### src/rtl/noc_input_buffer_if.sv
// Flit type shared by both ends of an inter-node link, and the link interface itself.
// The upstream node drives the "up" side; the router input buffer terminates the "down" side.
package noc_pkg;
   typedef logic [7:0] flit_t;
endpackage

interface node_port;
   import noc_pkg::*;

   flit_t flit;
   logic  enable;
   logic  ack;

   modport up   (output flit, output enable, input ack);
   modport down (input flit, input enable, output ack);
endinterface

### src/rtl/noc_input_buffer.sv
// Router-side input buffer for one link: circular FIFO with registered ack backpressure
// and a first-word fall-through valid/ready output towards the route/crossbar stage.
module noc_input_buffer
   import noc_pkg::*;
#(
   parameter int DEPTH    = 4,
   parameter int AF_LEVEL = DEPTH - 1
) (
   input  logic                       clk,
   input  logic                       rst_n,
   node_port.down                     link,
   output flit_t                      out_flit,
   output logic                       out_valid,
   input  logic                       out_ready,
   output logic [$clog2(DEPTH+1)-1:0] count,
   output logic                       almost_full
);

   localparam int PW = $clog2(DEPTH);
   localparam int CW = $clog2(DEPTH + 1);
   localparam logic [CW-1:0] FULL_COUNT = CW'(DEPTH);
   localparam logic [CW-1:0] AF_COUNT   = CW'(AF_LEVEL);

   flit_t         mem [DEPTH];
   logic [PW-1:0] wr_ptr;
   logic [PW-1:0] rd_ptr;
   logic [CW-1:0] count_q;
   logic [CW-1:0] count_next;
   logic          ack_q;
   logic          push;
   logic          pop;

   assign push = link.enable & ack_q;
   assign pop  = out_valid & out_ready;

   always_comb begin
      count_next = count_q;
      case ({push, pop})
         2'b10:   count_next = count_q + CW'(1);
         2'b01:   count_next = count_q - CW'(1);
         default: count_next = count_q;
      endcase
   end

   // Ack is a flop loaded from next-state occupancy so it stays low through reset
   // and never depends combinationally on enable or out_ready.
   always_ff @(posedge clk or negedge rst_n) begin
      if (!rst_n) begin
         wr_ptr  <= '0;
         rd_ptr  <= '0;
         count_q <= '0;
         ack_q   <= 1'b0;
      end else begin
         if (push) wr_ptr <= wr_ptr + PW'(1);
         if (pop)  rd_ptr <= rd_ptr + PW'(1);
         count_q <= count_next;
         ack_q   <= (count_next != FULL_COUNT);
      end
   end

   always_ff @(posedge clk) begin
      if (push) mem[wr_ptr] <= link.flit;
   end

   assign link.ack    = ack_q;
   assign out_flit    = mem[rd_ptr];
   assign out_valid   = (count_q != '0);
   assign count       = count_q;
   assign almost_full = (count_q >= AF_COUNT);

   a_count_max: assert property (@(posedge clk) disable iff (!rst_n)
      count_q <= FULL_COUNT);
   a_no_underflow: assert property (@(posedge clk) disable iff (!rst_n)
      !(pop && count_q == '0));
   a_no_push_full: assert property (@(posedge clk) disable iff (!rst_n)
      !(push && count_q == FULL_COUNT));
   a_flit_stable: assert property (@(posedge clk) disable iff (!rst_n)
      (link.enable && !link.ack) |=> $stable(link.flit));

endmodule

### src/flat_wrapper.sv
// flat-port wrapper written by rule: the top's interface ports become plain ports
module noc_input_buffer_flat import noc_pkg::*;
#(
   parameter int DEPTH    = 4,
   parameter int AF_LEVEL = DEPTH - 1
)
  (clk, rst_n, out_flit, out_valid, out_ready, count, almost_full, link_flit, link_enable, link_ack);
  node_port link_i ();
  input  logic clk;
  input  logic rst_n;
  output flit_t out_flit;
  output logic out_valid;
  input  logic out_ready;
  output logic [$clog2(DEPTH+1)-1:0] count;
  output logic almost_full;
  input wire logic [$bits(link_i.flit)-1:0] link_flit;
  input wire logic [$bits(link_i.enable)-1:0] link_enable;
  output wire logic [$bits(link_i.ack)-1:0] link_ack;
  assign link_i.flit = link_flit;
  assign link_i.enable = link_enable;
  assign link_ack = link_i.ack;
  noc_input_buffer #(.DEPTH(DEPTH), .AF_LEVEL(AF_LEVEL)) u_core (.clk(clk), .rst_n(rst_n), .link(link_i), .out_flit(out_flit), .out_valid(out_valid), .out_ready(out_ready), .count(count), .almost_full(almost_full));
endmodule
### config.mk
export PLATFORM = sky130hd
export DESIGN_NAME = noc_input_buffer_flat
export DESIGN_NICKNAME = d
export VERILOG_FILES = /design/src/rtl/noc_input_buffer_if.sv /design/src/rtl/noc_input_buffer.sv /design/src/flat_wrapper.sv
export SDC_FILE = /design/constraint.sdc
export NUM_CORES = 1
export LEC_CHECK = 0
export ABC_CLOCK_PERIOD_IN_PS = 6500
export BUFFER_PORTS_ARGS = -buffer_cell sky130_fd_sc_hd__buf_2
export CAP_MARGIN = 20
export CORE_MARGIN = 5
export CORE_UTILIZATION = 40
export CTS_CLUSTER_SIZE = 16
export DETAILED_ROUTE_END_ITERATION = 16
export PLACE_DENSITY = 0.71
export SYNTH_ARGS = -nofsm -noshare
export SYNTH_HDL_FRONTEND = slang
export SYNTH_SLANG_ARGS = --single-unit
### constraint.sdc
create_clock -name clk -period 6.5 [get_ports clk]
set_clock_uncertainty 0.15 [all_clocks]
set_input_delay 0.65 -clock clk [delete_from_list [all_inputs] [get_ports clk]]
set_output_delay 0.65 -clock clk [all_outputs]
set_load 0.1 [all_outputs]
-- Yosys cells after proc, flatten, opt, wreduce, memory -nomap -nowiden
Memory sizes are Yosys's and may differ from the RTL's.
Index checks and enable logic that the tools add are counted.
- register bits: 8
- bits in writable memories: 32
- bits of input ports: 12
- output and inout port bits: 14
- word-level logic and storage cells: 19
- memories kept: 1
- add/subtract/negate cells: 4
- magnitude comparators: 1
- eq/ne operators: 3
- muxes and demuxes: 3
- bitwise operators: 2
- reduce and logical (&&, ||, !) cells: 1
- memories (memory ; depth ; bits a word ; rd ports ; clocked after Yosys merged registers in ; wr ports ; RTL line ; RTL):
    u_core.mem ; 4 ; 8 ; 1 ; 0 ; 1 ; noc_input_buffer.sv:24 ; flit_t mem [DEPTH];
- operators with widths (cell ; count):
    3-bit case mux with 2 select lines ; 1
    2-bit by 1-bit adder with 2-bit output, second input constant ; 2
    3-bit by 1-bit adder with 3-bit output, second input constant ; 1
    3-bit by 2-bit >= comparator with 1-bit output, second input constant ; 1
    3-bit != test, second input constant ; 1
    3-bit nonzero test ; 1
    3-bit by 1-bit subtractor with 3-bit output, second input constant ; 1
    1-bit AND ; 2
    2-bit by 1-bit equality test with 1-bit output, second input constant ; 1
    2-bit equality test, second input constant ; 1
    1-bit two-way mux ; 2

-- Depth between registers and ports, before layout
- depth in word-level cells: 5
- gate-level depth with buffers: 7
- gate-level depth less buffers: 7

-- Worst setup path after synthesis
Ideal clock, no wire load.
- path kind: flip-flop to output port
- from: register u_core.count_q[0] (netlist: u_core.count[0])
- to: output almost_full
- arrival time: 3.334 ns
- data required time: 5.700 ns
- slack: 2.366 ns
- cell stages (with the launch flop): 3
- path buffers: 0
- path through: dfrtp_1 > inv_1 > o21ai_0
- cells in the longest elaborated chain, start to end: 1
- ends and longest elaborated chain (what ; RTL line ; RTL):
    from (decl) ; noc_input_buffer.sv:27 ; logic [CW-1:0] count_q;
    from (signal assigned) ; noc_input_buffer.sv:56 ; count_q <= count_next;
    3-bit by 2-bit >= comparator with 1-bit output ; noc_input_buffer.sv:69 ; assign almost_full = (count_q >= AF_COUNT);
    to (decl) ; flat_wrapper.sv:15 ; output logic almost_full;
No other way between the ends.

-- Final worst setup path
- from: register u_core.rd_ptr[0]
- to: output out_flit[2]
- cells in the longest elaborated chain, start to end: 1
- ends and longest elaborated chain (what ; RTL line ; RTL):
    from (decl) ; noc_input_buffer.sv:26 ; logic [PW-1:0] rd_ptr;
    from (signal assigned) ; noc_input_buffer.sv:55 ; if (pop) rd_ptr <= rd_ptr + PW'(1);
    memory 4 x 8 bit ; n/a ;
    to (decl) ; flat_wrapper.sv:11 ; output flit_t out_flit;
No other way between the ends.

==> results.md <==
* Required time at the worst-slack endpoint at 5700 ps
* Slew at the pin closest to its max-slew limit at 633 ps
* Hold violation total from the final report at 0
* Starting Density at 40.5%
* Critical path's largest stage delay at 750 ps
* Row Count at 23
* Share of the cycle needed by the critical path after routing at 42.1%
* Post-DRT Antenna Nets at 0
* Unrepaired setup endpoints after global routing: false
* Sum of overflow across all layers after global routing at 0
* Setup crit end kind: output port
* Number of cells in the design after placement at 155
* Critical register-to-register path endpoint: u_core.link.ack$_DFF_PN0_
* Final instance area at 1880 um2
* Drt first-iter violations at 32
* HP Class: in2async
* Critical path depth in cells at 2
* Launch point of the worst reg-to-reg path: u_core.count[2]$_DFF_PN0_
* Inserted Clock Buffers at 5
* Share of layout cells above drive strength 1 at 36.3%
* Wire length of the first global-routing pass at 4.30 mm
* Shortest clock period the worst path allows after layout at 2730 ps
* Post-synth design cell area at 1600 um2
* Insertion delay to the later sink of the worst-skew pair at 280 ps
* Die span in x at 73.2 um
* Worst path cell trace: mux4_2, buf_2
* Full die area at 5350 um2
* Buffers and inverters on the worst path at 1
* CTS H-tree depth at 2
* Pre-antenna DRT Iters at 4
* Instance area at placement at 1770 um2
* Fraction of the yosys area taken by sequential cells at 72.8%
* Routability-driven placement congestion ratio at 0.764
* Clock tree from TritonCTS: yes
* Cell types occupying the most area after synthesis: sky130_fd_sc_hd__edfxtp_1 60%, sky130_fd_sc_hd__dfrtp_1 13%, sky130_fd_sc_hd__mux4_2 11%
* Longest Clk Path Bufs at 2
* Maximum number of pins on one net before global-route repair at 13
* DRC at 0
* Setup Crit Path Kind: reg2out
* Max_slew headroom at 57.8%
* Distinct cells, synth at 19
* Max-slew violation count at 0
* DIE HEIGHT at 73.2 um
* Via/cell ratio at 5.03
* Post-route setup TNS at 0 ps
* Master of the slowest instance on the critical path: sky130_fd_sc_hd__dfrtp_1
* Minimum setup slack among reg-to-reg paths at 4180 ps
* Leading cell types in the layout, fill and taps excluded: 32 x sky130_fd_sc_hd__edfxtp_1, 25 x sky130_fd_sc_hd__buf_2, 8 x sky130_fd_sc_hd__mux4_2, 8 x sky130_fd_sc_hd__dfrtp_1, 6 x sky130_fd_sc_hd__inv_1
* Status: finished clean
* Max-capacitance violation count at 0
* Number of warnings issued by yosys at 0
* Core region area at 3940 um2
* Share of Yosys cell area claimed by the top area cell type at 60.2%
* Cell type contributing the most total cell area after synthesis: sky130_fd_sc_hd__edfxtp_1
* Total Nets Final at 130
* Highest Clock Rate at 0.366 GHz
* Largest delay contributor family on the critical path: flip-flops
* Final Setup Violations at 0
* Cells after synthesis at 82
* Antenna violations before repair at 0
* Synthesized Nets at 100
* Root Driver: sky130_fd_sc_hd__clkbuf_8
* Most frequent standard cell in the layout excluding fill and tap cells: sky130_fd_sc_hd__edfxtp_1
* WL/cell at 16.6 um
* CP Max Fanout at 10
* Flops & latches, synth at 40
* Crit path arrival time at 1930 ps
* Area grow syn2layout at 18.0%
* Number of cells on the worst reg-to-reg path at 7
* Antenna diode count at 0
* Post-CTS setup repair buffer count at 0
* I/O pin cnt at 26
* Worst-path clk slew at 70 ps
* Hold buffers post-CTS at 0
* Total number of vias at 820
* Final Core Density at 47.7%
* All-Layer GR Usage at 11.3%
* Routed WL at 2.70 mm
* Via count of the first global-routing pass at 866
* HPWL reported at the end of detailed placement at 1.90 mm
* Number of sinks on the clock net at 40
* Number of input and output port buffers inserted at 25
* Resize count post-CTS at 0
* Syn Area/Cell at 19.5 um2
* Count of non-filler cells in the finished layout at 163
* Critical Path Start Type: flop
## flip-flops by register name, summed over array words and instances (netlist names)
name             cells
u_core.wr_ptr        2
u_core.rd_ptr        2
u_core.count         3
u_core.mem          32
u_core.link.ack      1
## final cells by class
class                           count  area [um2]
Clock buffer                        6        72.6
Timing Repair Buffer               25         125
Sequential cell                    40        1160
Fill cell                         345        2060
Multi-Input combinational cell     34         403
Inverter                            6        22.5
Clock inverter                      2        35.0
Tap cell                           50        62.6
## cell usage after synthesis
cell type,count
sky130_fd_sc_hd__xor2_1,2
sky130_fd_sc_hd__fa_1,1
sky130_fd_sc_hd__mux4_2,8
sky130_fd_sc_hd__and3_1,4
sky130_fd_sc_hd__mux2i_1,1
sky130_fd_sc_hd__a211o_1,1
sky130_fd_sc_hd__nand3_1,1
sky130_fd_sc_hd__o21ai_0,2
sky130_fd_sc_hd__mux2_2,1
sky130_fd_sc_hd__buf_1,1
sky130_fd_sc_hd__dfrtp_1,8
sky130_fd_sc_hd__o31a_1,1
sky130_fd_sc_hd__inv_1,6
sky130_fd_sc_hd__or3_1,1
sky130_fd_sc_hd__nand2_1,3
sky130_fd_sc_hd__xnor2_1,3
sky130_fd_sc_hd__ha_1,5
sky130_fd_sc_hd__buf_2,1
sky130_fd_sc_hd__edfxtp_1,32
## worst max-delay path by stage
stage,end,start,slack [ps]
after floorplan,almost_full,u_core.count[0]$_DFF_PN0_,2370
after global placement,u_core.link.ack$_DFF_PN0_,out_ready,3950
after detailed placement,u_core.link.ack$_DFF_PN0_,out_ready,3880
after CTS,out_flit[7],u_core.rd_ptr[0]$_DFFE_PN0P_,3720
after global routing,out_flit[7],u_core.rd_ptr[0]$_DFFE_PN0P_,3660
final,out_flit[2],u_core.rd_ptr[0]$_DFFE_PN0P_,3770
## cell families (layout without fill, tap and decap cells)
logic type      count (synthesis)  after routing  share of synthesized area [%]
buf+inv                         8             39                           1.96
compound gates                  4              4                           1.73
xor+xnor                        5              5                           2.75
fa+ha+maj                       6              6                           5.18
simple gates                    9              9                           2.98
flops                          40             40                           72.8
mux                            10             10                           12.6
## metrics by stage
step	hold WS (ps)	setup WS, ps
after global routing	41.0	3660
final	42.0	3770
after CTS	39.6	3720
after floorplan	204	2370
after global placement	348	3950
after detailed placement	357	3880
## worst reg2reg max path, stage by stage (launching register included)
cell,delay (ps)
sky130_fd_sc_hd__dfrtp_1,420
sky130_fd_sc_hd__o31a_1,230
sky130_fd_sc_hd__ha_1,210
sky130_fd_sc_hd__inv_1,60
sky130_fd_sc_hd__fa_1,370
sky130_fd_sc_hd__xor2_1,160
sky130_fd_sc_hd__or3_1,320
sky130_fd_sc_hd__a211o_1,300
## routing by layer
layer,routed length (um),track usage (%),share of wire [%]
met5,0,0,0
met4,10,4.30,0.37
met3,216,4.96,8.0
met2,1270,17.7,47
met1,1210,13.6,45
Power is not shown: default switching activity piles up to over one toggle a cycle in this logic, so the estimate is an artifact.
